===== config.mk =====
export PLATFORM = sky130hd
export DESIGN_NAME = i2c_reg_slave
export DESIGN_NICKNAME = d
export VERILOG_FILES = /design/src/rtl/i2c_pkg.sv /design/src/rtl/i2c_sync_edge.sv /design/src/rtl/i2c_reg_slave.sv
export SDC_FILE = /design/constraint.sdc
export NUM_CORES = 1
export LEC_CHECK = 0
export CAP_MARGIN = 15
export CORE_MARGIN = 5
export CORE_UTILIZATION = 46
export CTS_BUF_LIST = sky130_fd_sc_hd__clkbuf_16
export CTS_CLUSTER_DIAMETER = 150
export DETAILED_ROUTE_END_ITERATION = 7
export GPL_TIMING_DRIVEN = 0
export PLACE_DENSITY = 0.72
export SLEW_MARGIN = 20
export SYNTH_ARGS = -nofsm -noshare
export SYNTH_HDL_FRONTEND = slang
export SYNTH_SLANG_ARGS = --single-unit

===== constraint.sdc =====
create_clock -name clk -period 3.72 [get_ports clk]
set_input_delay 0.744 -clock clk [delete_from_list [all_inputs] [get_ports clk]]
set_output_delay 0.744 -clock clk [all_outputs]
set_load 0.01 [all_outputs]

===== src/rtl/i2c_pkg.sv =====
// Shared types and bus constants for the I2C register slave.
package i2c_pkg;

  typedef enum logic [2:0] {
    ST_IDLE,
    ST_ADDR,
    ST_ADDR_ACK,
    ST_WR_BYTE,
    ST_WR_ACK,
    ST_RD_BYTE,
    ST_RD_ACK,
    ST_WAIT_STOP
  } i2c_state_t;

  localparam logic I2C_RW_READ  = 1'b1;
  localparam logic I2C_RW_WRITE = 1'b0;
  // SDA level that means ACK on the bus
  localparam logic I2C_ACK      = 1'b0;

endpackage


===== src/rtl/i2c_sync_edge.sv =====
// Two-flop synchroniser plus one edge register for a single asynchronous bus line.
// Flops reset to 1 so an idle (pulled-up) line never produces a spurious edge.
module i2c_sync_edge (
  input  logic clk,
  input  logic rst,
  input  logic i_pin,
  output logic level,
  output logic rise,
  output logic fall
);

  logic r_meta;
  logic r_sync;
  logic r_prev;

  always_ff @(posedge clk) begin
    if (rst) begin
      r_meta <= 1'b1;
      r_sync <= 1'b1;
      r_prev <= 1'b1;
    end else begin
      r_meta <= i_pin;
      r_sync <= r_meta;
      r_prev <= r_sync;
    end
  end

  assign level = r_sync;
  assign rise  = r_sync & ~r_prev;
  assign fall  = ~r_sync & r_prev;

endmodule


===== src/rtl/i2c_reg_slave.sv =====
// Oversampled I2C slave with an auto-incrementing byte register file and host read port.
// SDA is only ever changed a fixed SDA_HOLD cycles after a detected SCL fall.
module i2c_reg_slave
  import i2c_pkg::*;
#(
  parameter logic [6:0] DEV_ADDR = 7'h77,
  parameter int         DEPTH    = 16,
  parameter int         PTR_W    = $clog2(DEPTH),
  parameter int         SDA_HOLD = 2
) (
  input  logic             clk,
  input  logic             rst,
  input  logic             scl_in,
  input  logic             sda_in,
  output logic             sda_oe,
  output logic             busy,
  output logic             wr_strobe,
  output logic [PTR_W-1:0] wr_addr,
  output logic [7:0]       wr_data,
  input  logic [PTR_W-1:0] host_addr,
  output logic [7:0]       host_rdata
);

  localparam int HOLD_W = $clog2(SDA_HOLD + 1);

  logic w_scl_level, w_scl_rise, w_scl_fall;
  logic w_sda_level, w_sda_rise, w_sda_fall;
  logic w_start, w_stop;
  logic w_byte_done, w_addr_match, w_oe_want;
  logic [7:0] w_shift_in;
  logic [PTR_W-1:0] w_ptr_inc;
  i2c_state_t w_state_next;

  i2c_state_t       r_state;
  logic [2:0]       r_bit_cnt;
  logic [7:0]       r_shift;
  logic             r_rw;
  logic [PTR_W-1:0] r_ptr;
  logic             r_ptr_pending;
  logic             r_busy;
  logic             r_wr_strobe;
  logic [PTR_W-1:0] r_wr_addr;
  logic [7:0]       r_wr_data;
  logic             r_sda_oe;
  logic             r_oe_pend;
  logic [HOLD_W-1:0] r_hold_cnt;
  logic [7:0]       r_regs [DEPTH];

  i2c_sync_edge u_scl_sync (
    .clk   (clk),
    .rst   (rst),
    .i_pin (scl_in),
    .level (w_scl_level),
    .rise  (w_scl_rise),
    .fall  (w_scl_fall)
  );

  i2c_sync_edge u_sda_sync (
    .clk   (clk),
    .rst   (rst),
    .i_pin (sda_in),
    .level (w_sda_level),
    .rise  (w_sda_rise),
    .fall  (w_sda_fall)
  );

  assign w_start      = w_sda_fall & w_scl_level;
  assign w_stop       = w_sda_rise & w_scl_level;
  assign w_shift_in   = {r_shift[6:0], w_sda_level};
  assign w_byte_done  = (r_bit_cnt == 3'd7);
  assign w_addr_match = (w_shift_in[7:1] == DEV_ADDR) && (w_shift_in[7:1] != 7'd0);
  assign w_ptr_inc    = r_ptr + PTR_W'(1);

  always_ff @(posedge clk) begin
    if (rst) r_state <= ST_IDLE;
    else     r_state <= w_state_next;
  end

  // START/STOP override any data sample that lands in the same cycle.
  always_comb begin
    w_state_next = r_state;
    w_oe_want    = 1'b0;
    case (r_state)
      ST_ADDR_ACK, ST_WR_ACK: w_oe_want = 1'b1;
      ST_RD_BYTE:             w_oe_want = ~r_shift[7];
      default:                w_oe_want = 1'b0;
    endcase
    if (w_stop) begin
      w_state_next = ST_IDLE;
    end else if (w_start) begin
      w_state_next = ST_ADDR;
    end else if (w_scl_rise) begin
      case (r_state)
        ST_ADDR:     if (w_byte_done) w_state_next = w_addr_match ? ST_ADDR_ACK : ST_WAIT_STOP;
        ST_ADDR_ACK: w_state_next = (r_rw == I2C_RW_READ) ? ST_RD_BYTE : ST_WR_BYTE;
        ST_WR_BYTE:  if (w_byte_done) w_state_next = ST_WR_ACK;
        ST_WR_ACK:   w_state_next = ST_WR_BYTE;
        ST_RD_BYTE:  if (w_byte_done) w_state_next = ST_RD_ACK;
        ST_RD_ACK:   w_state_next = (w_sda_level == I2C_ACK) ? ST_RD_BYTE : ST_WAIT_STOP;
        default:     w_state_next = r_state;
      endcase
    end
  end

  always_ff @(posedge clk) begin
    if (rst) begin
      r_bit_cnt     <= 3'd0;
      r_shift       <= 8'd0;
      r_rw          <= I2C_RW_WRITE;
      r_ptr         <= '0;
      r_ptr_pending <= 1'b0;
      r_busy        <= 1'b0;
      r_wr_strobe   <= 1'b0;
      r_wr_addr     <= '0;
      r_wr_data     <= 8'd0;
      r_sda_oe      <= 1'b0;
      r_oe_pend     <= 1'b0;
      r_hold_cnt    <= '0;
      for (int i = 0; i < DEPTH; i++) r_regs[i] <= 8'd0;
    end else begin
      r_wr_strobe <= 1'b0;
      if (w_start)     r_busy <= 1'b1;
      else if (w_stop) r_busy <= 1'b0;

      if (w_start || w_stop) begin
        r_bit_cnt <= 3'd0;
      end else if (w_scl_rise) begin
        case (r_state)
          ST_ADDR: begin
            r_shift   <= w_shift_in;
            r_bit_cnt <= r_bit_cnt + 3'd1;
            if (w_byte_done) r_rw <= w_shift_in[0];
          end
          ST_ADDR_ACK: begin
            r_bit_cnt <= 3'd0;
            if (r_rw == I2C_RW_READ) r_shift <= r_regs[r_ptr];
            else                     r_ptr_pending <= 1'b1;
          end
          ST_WR_BYTE: begin
            r_shift   <= w_shift_in;
            r_bit_cnt <= r_bit_cnt + 3'd1;
            if (w_byte_done) begin
              if (r_ptr_pending) begin
                r_ptr         <= w_shift_in[PTR_W-1:0];
                r_ptr_pending <= 1'b0;
              end else begin
                r_regs[r_ptr] <= w_shift_in;
                r_wr_strobe   <= 1'b1;
                r_wr_addr     <= r_ptr;
                r_wr_data     <= w_shift_in;
                r_ptr         <= w_ptr_inc;
              end
            end
          end
          ST_WR_ACK: r_bit_cnt <= 3'd0;
          ST_RD_BYTE: begin
            r_shift   <= {r_shift[6:0], 1'b0};
            r_bit_cnt <= r_bit_cnt + 3'd1;
          end
          ST_RD_ACK: begin
            r_ptr     <= w_ptr_inc;
            r_shift   <= r_regs[w_ptr_inc];
            r_bit_cnt <= 3'd0;
          end
          default: r_bit_cnt <= r_bit_cnt;
        endcase
      end

      // The SDA decision is captured at the SCL fall and applied after the hold delay.
      if (w_scl_fall) begin
        r_oe_pend  <= w_oe_want;
        r_hold_cnt <= HOLD_W'(SDA_HOLD);
      end else if (r_hold_cnt != '0) begin
        r_hold_cnt <= r_hold_cnt - HOLD_W'(1);
        if (r_hold_cnt == HOLD_W'(1)) r_sda_oe <= r_oe_pend;
      end
    end
  end

  assign sda_oe     = r_sda_oe;
  assign busy       = r_busy;
  assign wr_strobe  = r_wr_strobe;
  assign wr_addr    = r_wr_addr;
  assign wr_data    = r_wr_data;
  assign host_rdata = r_regs[host_addr];

endmodule


Word level (Yosys, flattened, before mapping)
Memory sizes are Yosys's and may differ from the RTL's. A register that Yosys moved wholly into a read port is not among the register bits.
Cells that the tools add are included.

storage, ports and cells
  register bits after elaboration = 44
  bits in latches = 0
  bits in writable memories = 128
  ROM bits = 0
  bits of input ports = 8
  memories = 1

cells by class
  add/sub/neg operators = 3
  $mul = 0
  divide/modulo/power cells = 0
  magnitude comparators = 0
  eq/ne operators = 17
  shift-type cells = 0
  multiplexer cells = 37
  bitwise operators = 14
  reductions and logical operators = 31

memories
  name    words  bits a word  rd ports  clocked after Yosys merged registers in  wr ports  RTL line             text
  r_regs  16     8            3         1                                        16        i2c_reg_slave.sv:47  logic [7:0] r_regs [DEPTH];

operators by type and width
  kind                count
  $pmux 8 s4          1
  $mux 4              5
  $reduce_and 5->1    4
  $pmux 3 s6          1
  $mux 1              16
  $mux 8              2
  $mux 3              5
  $reduce_bool 2->1   7
  $reduce_bool 7->1   2
  $eq 3x3->1 const B  4
  $reduce_and 4->1    3
  $ne 2x2->1 const B  5
  $reduce_or 2->1     5
  $ne 3x3->1 const B  3
  $reduce_or 3->1     3
  $not 1->1           8
  $pmux 4 s2          1
  $reduce_or 8->1     1
  $eq 7x7->1 const B  1
  $and 1x1->1         6
  $eq 3x2->1 const B  2
  $mux 2              3
  $pmux 3 s2          1
  $reduce_bool 6->1   1
  11 further kinds    12

Logic depth before layout (Yosys ltp)
Gate-level depths: netlist of run 1.

  depth in word-level cells = 9
  gate-level depth with buffers = 10
  depth with buffers taken out = 7

Modules after synthesis
From an unflattened synthesis of run 1, not the netlist that was laid out.

unflattened totals
  cells, all modules = 780
  area, all modules = 10179.8 sq um

modules (own cells, without submodules)
  module         instances  cells each  area each (sq um)
  i2c_reg_slave  1          764         9994.6
  i2c_sync_edge  2          8           92.6

Worst setup path after synthesis of run 1
No wires, ideal clock.

  path type = input -> output
  from = input port host_addr[0]
  to = output port host_rdata[2]
  arrival time = 2.286 ns
  setup slack = 0.690 ns
  cell stages on the path = 4
  cell sequence = clkbuf_1 -> buf_2 -> mux4_2 -> mux4_2

on the way
  longest elaborated chain between the ends = 1

ends and longest elaborated chain
  item          RTL line             text
  from (decl)   i2c_reg_slave.sv:20  input logic [PTR_W-1:0] host_addr,
  $mem_v2 16x8  -
  to (decl)     i2c_reg_slave.sv:21  output logic [7:0] host_rdata

No other way between the ends.

Worst setup path after layout of run 1
  from = input port host_addr[0]
  to = output port host_rdata[7]

Same word-level chain as after synthesis.

==> results.json, run 1 <==
{
  "numCtsBuffers": 17,
  "place_ws_ns": -0.460,
  "layout_setup_ws_ns": 0.180,
  "fin_crit_ns": 3.54,
  "critPathLaunchType": "input port",
  "clockPowerShare_pct": 41.3,
  "setup_violations": 0,
  "max_slew_margin_pct": 29.5,
  "slew_violations": 0,
  "async_reset_ff_share_pct": 0,
  "setup.worst_path.end": "host_rdata[7]",
  "wl_met2_microns": 15500,
  "dr_total_vias": 8032,
  "ys_warn_count": 0,
  "numPortBuffers": 27,
  "cts_tree": "built",
  "via_per_inst": 6.67,
  "drv_cap": 0,
  "syn_area_per_cell_sq_um": 12.0,
  "io_pins": 31,
  "skew_ns": 0.0116,
  "firstDrtPassIters": 5,
  "syn_inst": 861,
  "initial_core_util_pct": 46.2,
  "critPathCaptureType": "output pin",
  "clk_pin_slew_ns": 0.07,
  "power.total_mw": 4.46,
  "htree_levels": 4,
  "grt_pass1_wl_microns": 50200,
  "yosysTopAreaCellShare_pct": 37.1,
  "die_y_microns": 160,
  "cp.arrival_ns": 2.80,
  "startpoint": "host_addr[0]",
  "finalHoldViolations": 0,
  "clock-sinks": 176,
  "layout-drive-gt1-share_pct": 19.5,
  "placedCellCount": 1173,
  "mostFrequentLayoutCells": "edfxtp_1 (128), and2_1 (119), mux4_2 (75)",
  "critPathKind": "in2out",
  "r2r_cells": 9,
  "power_frac_seq_pct": 50.9,
  "swShare_pct": 24.9,
  "detail-route-antenna-nets": 0,
  "critPathMaxFanout": 10,
  "fillCellCount": 1969,
  "powerDensity_nw_per_um2": 384,
  "hpwl_microns": 25500,
  "rrSetupSlack_ns": 0.29,
  "grt_usage_pct": 26.7,
  "fmax_mhz": 283,
  "rsz0062_at_grt": "no",
  "tightestPinTransition_ns": 1.05,
  "wl_met3_microns": 4200,
  "fin_cells": 1204,
  "worstReg2RegEnd": "r_shift[3]",
  "grt_pass1_vias": 7711,
  "regArea_sq_um": 4800,
  "clockBufferDepth": 2,
  "routed.top_layer": "met4",
  "internal_power_mw": 3.35,
  "yosys-top-cells-area": "edfxtp_1 (37%), mux4_2 (16%), dfxtp_1 (9.3%), and2_1 (7.2%), mux2i_1 (4.2%)",
  "syn_area_sq_um": 10400,
  "wl_met1_microns": 12900,
  "final_common_cell": "edfxtp_1",
  "holdCritPathClass": "reg2reg",
  "synth_flop_cell": "edfxtp_1",
  "switching_power_mw": 1.11,
  "multi_input_area_sq_um": 5130,
  "cts_setup_buffers": 0,
  "finalNetCount": 921,
  "drt_wl_total_microns": 34500,
  "status": "complete, no violations",
  "die-width_microns": 160,
  "grt_overflow_total": 0,
  "synth-seq-cells": 176,
  "leakage_nw": 3.70,
  "std_cell_rows": 55,
  "fin_setup_tns_ns": 0,
  "drt_iter0_markers": 1137,
  "grt_antenna_before_repair": 1,
  "grt_max_degree": 17,
  "core_sq_um": 22400,
  "antenna_cells": 0,
  "syn_nets": 875,
  "drc": 0,
  "routabilityCongestion": 0.986,
  "yosys.area.top_type": "edfxtp_1",
  "ys_seq_area_share_pct": 46.4,
  "dieArea_sq_um": 25600,
  "cts_root_buffer": "clkbuf_16",
  "timing.rr.start": "r_ptr[0]",
  "ys_types": 63,
  "max-vdd-ir-drop_mv": 0.237,
  "post_drt_wl_per_cell_microns": 28.7,
  "insertion_delay_ns": 0.45,
  "fin_crit_sh_pct": 95.2,
  "required_ns": 2.98,
  "p_comb_share_pct": 7.8,
  "synthToLayoutAreaGrowth_pct": 12.1,
  "synth-edff-count": 128
}
-- through the flow --
stage          instance area, sq um  utilization [%]  hold WS, ns
2_1_floorplan                 10400                -        0.389
3_3_place_gp                  11000             49.0        0.404
3_5_place_dp                  11000             49.0        0.399
4_1_cts                       11600             51.7        0.427
5_1_grt                       11600             51.8        0.448
6_report                      11600             51.8        0.422
-- area by class of cell --
cell class | count | area share (%)
Buffer | 79 | 3.85
Clock buffer | 17 | 3.66
Clock inverter | 14 | 1.33
Inverter | 7 | 0.226
Multi-Input combinational cell | 599 | 44.2
Sequential cell | 176 | 41.4
Tap cell | 285 | 3.07
Timing Repair Buffer | 27 | 2.32
-- power by group through the flow --
stage / logic, mW / registers [mW] / clock network, mW
2_1_floorplan: 0.228 / 2.26 / 0
6_report: 0.349 / 2.27 / 1.84
3_3_place_gp: 0.337 / 2.30 / 0
5_1_grt: 0.364 / 2.27 / 1.92
4_1_cts: 0.344 / 2.26 / 1.83
3_5_place_dp: 0.338 / 2.31 / 0
-- flip-flops by register name, summed over array words and instances, names as in the netlist, 2 cells and up, named ones only --
| name | flops |
|---|---|
| r_regs | 128 |
| r_state | 3 |
| r_hold_cnt | 2 |
| wr_addr | 4 |
| r_shift | 8 |
| r_bit_cnt | 3 |
| r_ptr | 4 |
| wr_data | 8 |
-- worst min path at each step --
| stage | to | depth (start not counted) | slack [ns] | start |
|---|---|---|---|---|
| 3_5_place_dp | u_sda_sync.level | 1 | 0.40 | u_sda_sync.r_meta |
| 6_report | u_scl_sync.level | 1 | 0.42 | u_scl_sync.r_meta |
| 2_1_floorplan | u_scl_sync.level | 1 | 0.39 | u_scl_sync.r_meta |
| 3_3_place_gp | u_sda_sync.level | 1 | 0.40 | u_sda_sync.r_meta |
| 4_1_cts | u_scl_sync.level | 1 | 0.43 | u_scl_sync.r_meta |
| 5_1_grt | u_scl_sync.level | 1 | 0.45 | u_scl_sync.r_meta |
-- synth_stat cells, drive strengths merged (10+ instances only) --
library cell and count:
a211oi 10, a21oi 21, and2 120, buf 36
clkbuf 42, dfxtp 48, edfxtp 128, mux2i 43
mux4 77, nand2 71, nand3 12, nor2 42
nor3 32, nor3b 12, o21ai 39, o221a 10
-- worst max-delay path, stage by stage --
cell and delay [ns]:
clkbuf_2 0.19, buf_6 0.24, mux4_2 0.57, mux4_2 0.54, clkdlybuf4s50_1 0.50
-- repair_timing --
item,4_1_cts,5_1_grt
hold buffers,0,0
gates resized for setup,14,4
endpoints found under the setup margin,8,8
-- routing by layer --
layer	track usage, %	vias to the layer above
met1	34.9	3964
met4	13.3	0
met5	0	-
li1	-	3369
met2	40.4	600
met3	8.41	99
-- cells by family (layout without fill, tap and decap cells) --
group,Yosys count,count (layout),synth area share [%]
compound gates,130,130,8.96
xor+xnor,6,6,0.653
fa+ha+maj,6,6,0.725
buf+inv,86,144,4.08
flops,176,176,46.4
mux,129,129,22.0
simple gates,328,328,17.2
Power figures use the tool's default switching activity.
==> run 2: changes to the inputs <==
Settings changed: CELL_PAD_IN_SITES_DETAIL_PLACEMENT set to 0, CELL_PAD_IN_SITES_GLOBAL_PLACEMENT set to 1, PLACE_DENSITY 0.72 to 0.83, SLEW_MARGIN 20 to unset.
==> results.json, run 2 (same netlist as run 1, synthesis figures left out) <==
{
  "setup_violations": 0,
  "rrSetupSlack_ns": 0.41,
  "p_comb_share_pct": 8.2,
  "fin_hold_ws_ns": 0.412,
  "power_frac_seq_pct": 51.7,
  "fmax_mhz": 283,
  "cp.buffers_inverters": 3,
  "placed_cell_area_sq_um": 11000,
  "drc": 0,
  "cts_tree": "built",
  "internal_power_mw": 3.24,
  "fin_setup_tns_ns": 0,
  "drt_iter0_markers": 1083,
  "cts_root_buffer": "clkbuf_16",
  "cp_cell_sequence": "clkbuf_2 -> buf_6 -> mux4_2 -> mux4_2 -> clkdlybuf4s50_1",
  "tightestPinTransition_ns": 1.18,
  "clockPowerShare_pct": 40.2,
  "timing.rr.start": "r_ptr[0]",
  "firstDrtPassIters": 5,
  "via_per_inst": 6.48,
  "fin_crit_sh_pct": 95.0,
  "max_slew_margin_pct": 20.3,
  "drt_wl_total_microns": 34500,
  "required_ns": 2.98,
  "whs_endpoint": "u_sda_sync.level",
  "r2r_cells": 9,
  "max-vdd-ir-drop_mv": 0.341,
  "fin_crit_ns": 3.53,
  "dr_total_vias": 7898,
  "holdCritPathClass": "reg2reg",
  "numPortBuffers": 27,
  "insertion_delay_ns": 0.44,
  "synthToLayoutAreaGrowth_pct": 12.6,
  "cpMostUsedCell": "mux4_2",
  "switching_power_mw": 1.16,
  "worstReg2RegEnd": "r_shift[4]",
  "post_drt_wl_per_cell_microns": 28.3,
  "hpwl_microns": 25800,
  "clock-sinks": 176,
  "clockBufferDepth": 2,
  "numCtsBuffers": 17,
  "multi_input_area_sq_um": 5130,
  "grt_antenna_before_repair": 1,
  "finalNetCount": 935,
  "grt_pass1_wl_microns": 50800,
  "hp-start": "u_sda_sync.r_meta",
  "detail-route-antenna-nets": 0,
  "critPathMaxFanout": 10,
  "grt_pass1_vias": 7672,
  "critPathCaptureType": "output pin",
  "slowest_delay_ns": 0.57,
  "std_cell_rows": 55,
  "crit_path_top_delay_cell": "mux4_2",
  "routabilityCongestion": 1.00,
  "grt_overflow_total": 0,
  "critPathKind": "in2out",
  "hold_buffers": 0,
  "largest_register_ffs": 128,
  "whs_path_depth": 1,
  "fillCellCount": 1971,
  "status": "complete, no violations",
  "rsz0062_at_grt": "no",
  "critPathLaunchType": "input port",
  "layout-drive-gt1-share_pct": 20.7,
  "swShare_pct": 26.3,
  "grt_max_degree": 18,
  "grt_usage_pct": 27.1,
  "core_sq_um": 22400,
  "skew_ns": 0.0100,
  "regArea_sq_um": 4800,
  "finalHoldViolations": 0,
  "dieArea_sq_um": 25600,
  "final_common_cell": "edfxtp_1",
  "mostFrequentLayoutCells": "edfxtp_1 (128), and2_1 (119), mux4_2 (75)",
  "drv_cap": 0,
  "die-width_microns": 160,
  "leakage_nw": 3.75,
  "path_delay_family": "multiplexers",
  "top_register": "r_regs",
  "initial_core_util_pct": 46.2,
  "antenna_cells": 0,
  "die_y_microns": 160,
  "powerDensity_nw_per_um2": 377,
  "io_pins": 31,
  "fin_area_sq_um": 11700,
  "htree_levels": 4,
  "cp.arrival_ns": 2.79,
  "final_util_pct": 52.0,
  "clk_pin_slew_ns": 0.07,
  "slew_violations": 0
}
[run 2: changes by cell type in the layout (fill, tap and decap cells not counted), moves of 2 or more]
cell	previous run	this run
bufinv_16	2	0
buf_4	6	10
clkbuf_4	0	2
buf_2	16	24
o21ai_1	15	0
inv_8	1	4
o21ai_0	24	39
inv_6	5	3
clkinvlp_4	1	3
[run 2: cell type report]
cell class                 count  share of cell area [%]
multi-input combinational    599                    44.0
sequential                   176                    41.2
buffer                        79                    3.78
clock buffer                  17                    3.65
tap                          285                    3.06
timing repair buffer          41                    3.01
clock inverter                15                    1.13
inverter                       7                   0.225
[run 2: worst reg2reg max path, delay by kind of cell (launching register included)]
kind	cells	cell delay, ns
AO/OA/AOI/OAI	3	0.83
adder cells (fa/ha/maj)	1	0.33
buffers and inverters	4	0.92
flip-flops	1	0.41
AND/OR/NAND/NOR	1	0.69
[run 2: worst max-delay path by stage]
stage | startpoint | endpoint | slack (ns) | cells after the start
after floorplan | host_addr[0] | host_rdata[2] | 0.69 | 4
after global placement | host_addr[1] | host_rdata[2] | -0.50 | 5
after detailed placement | host_addr[1] | host_rdata[7] | -0.50 | 5
after CTS | host_addr[0] | host_rdata[2] | 0.04 | 5
after global routing | host_addr[0] | host_rdata[2] | 0.11 | 5
final | host_addr[0] | host_rdata[2] | 0.19 | 5
[run 2: timing repair]
action | in CTS | in global routing
gates resized for setup | 14 | 3
endpoints found under the setup margin | 8 | 4
buffers inserted | 0 | 0
[run 2: per-layer routing]
layer	share of wire [%]	vias to the layer above	wire length, microns	track usage [%]
met3	11	83	3850	7.64
li1	-	3402	-	-
met4	4.9	0	1680	12.2
met1	39	3913	13400	36.6
met2	45	500	15600	40.8
met5	0	-	0	0
[run 2: metrics by stage]
step	setup WS (ns)	std cells	total power, mW
floorplan	0.690	861	2.48
detailed placement	-0.501	1178	2.65
global placement	-0.503	1173	2.64
global route	0.105	1219	4.49
CTS	0.0381	1210	4.38
finish	0.187	1219	4.39
[run 2: power groups by stage]
stage | logic [mW] | clock network (mW) | registers [mW]
after detailed placement | 0.345 | 0 | 2.31
final | 0.359 | 1.76 | 2.27
after floorplan | 0.228 | 0 | 2.26
after CTS | 0.350 | 1.76 | 2.26
after global placement | 0.339 | 0 | 2.31
after global routing | 0.376 | 1.85 | 2.27
==> run 3: changes to the inputs <==
Settings changed: CTS_CLUSTER_SIZE set to 28.
==> results of run 3 <==
Same layout as run 2: the final DEF is identical, and so are final timing and power.
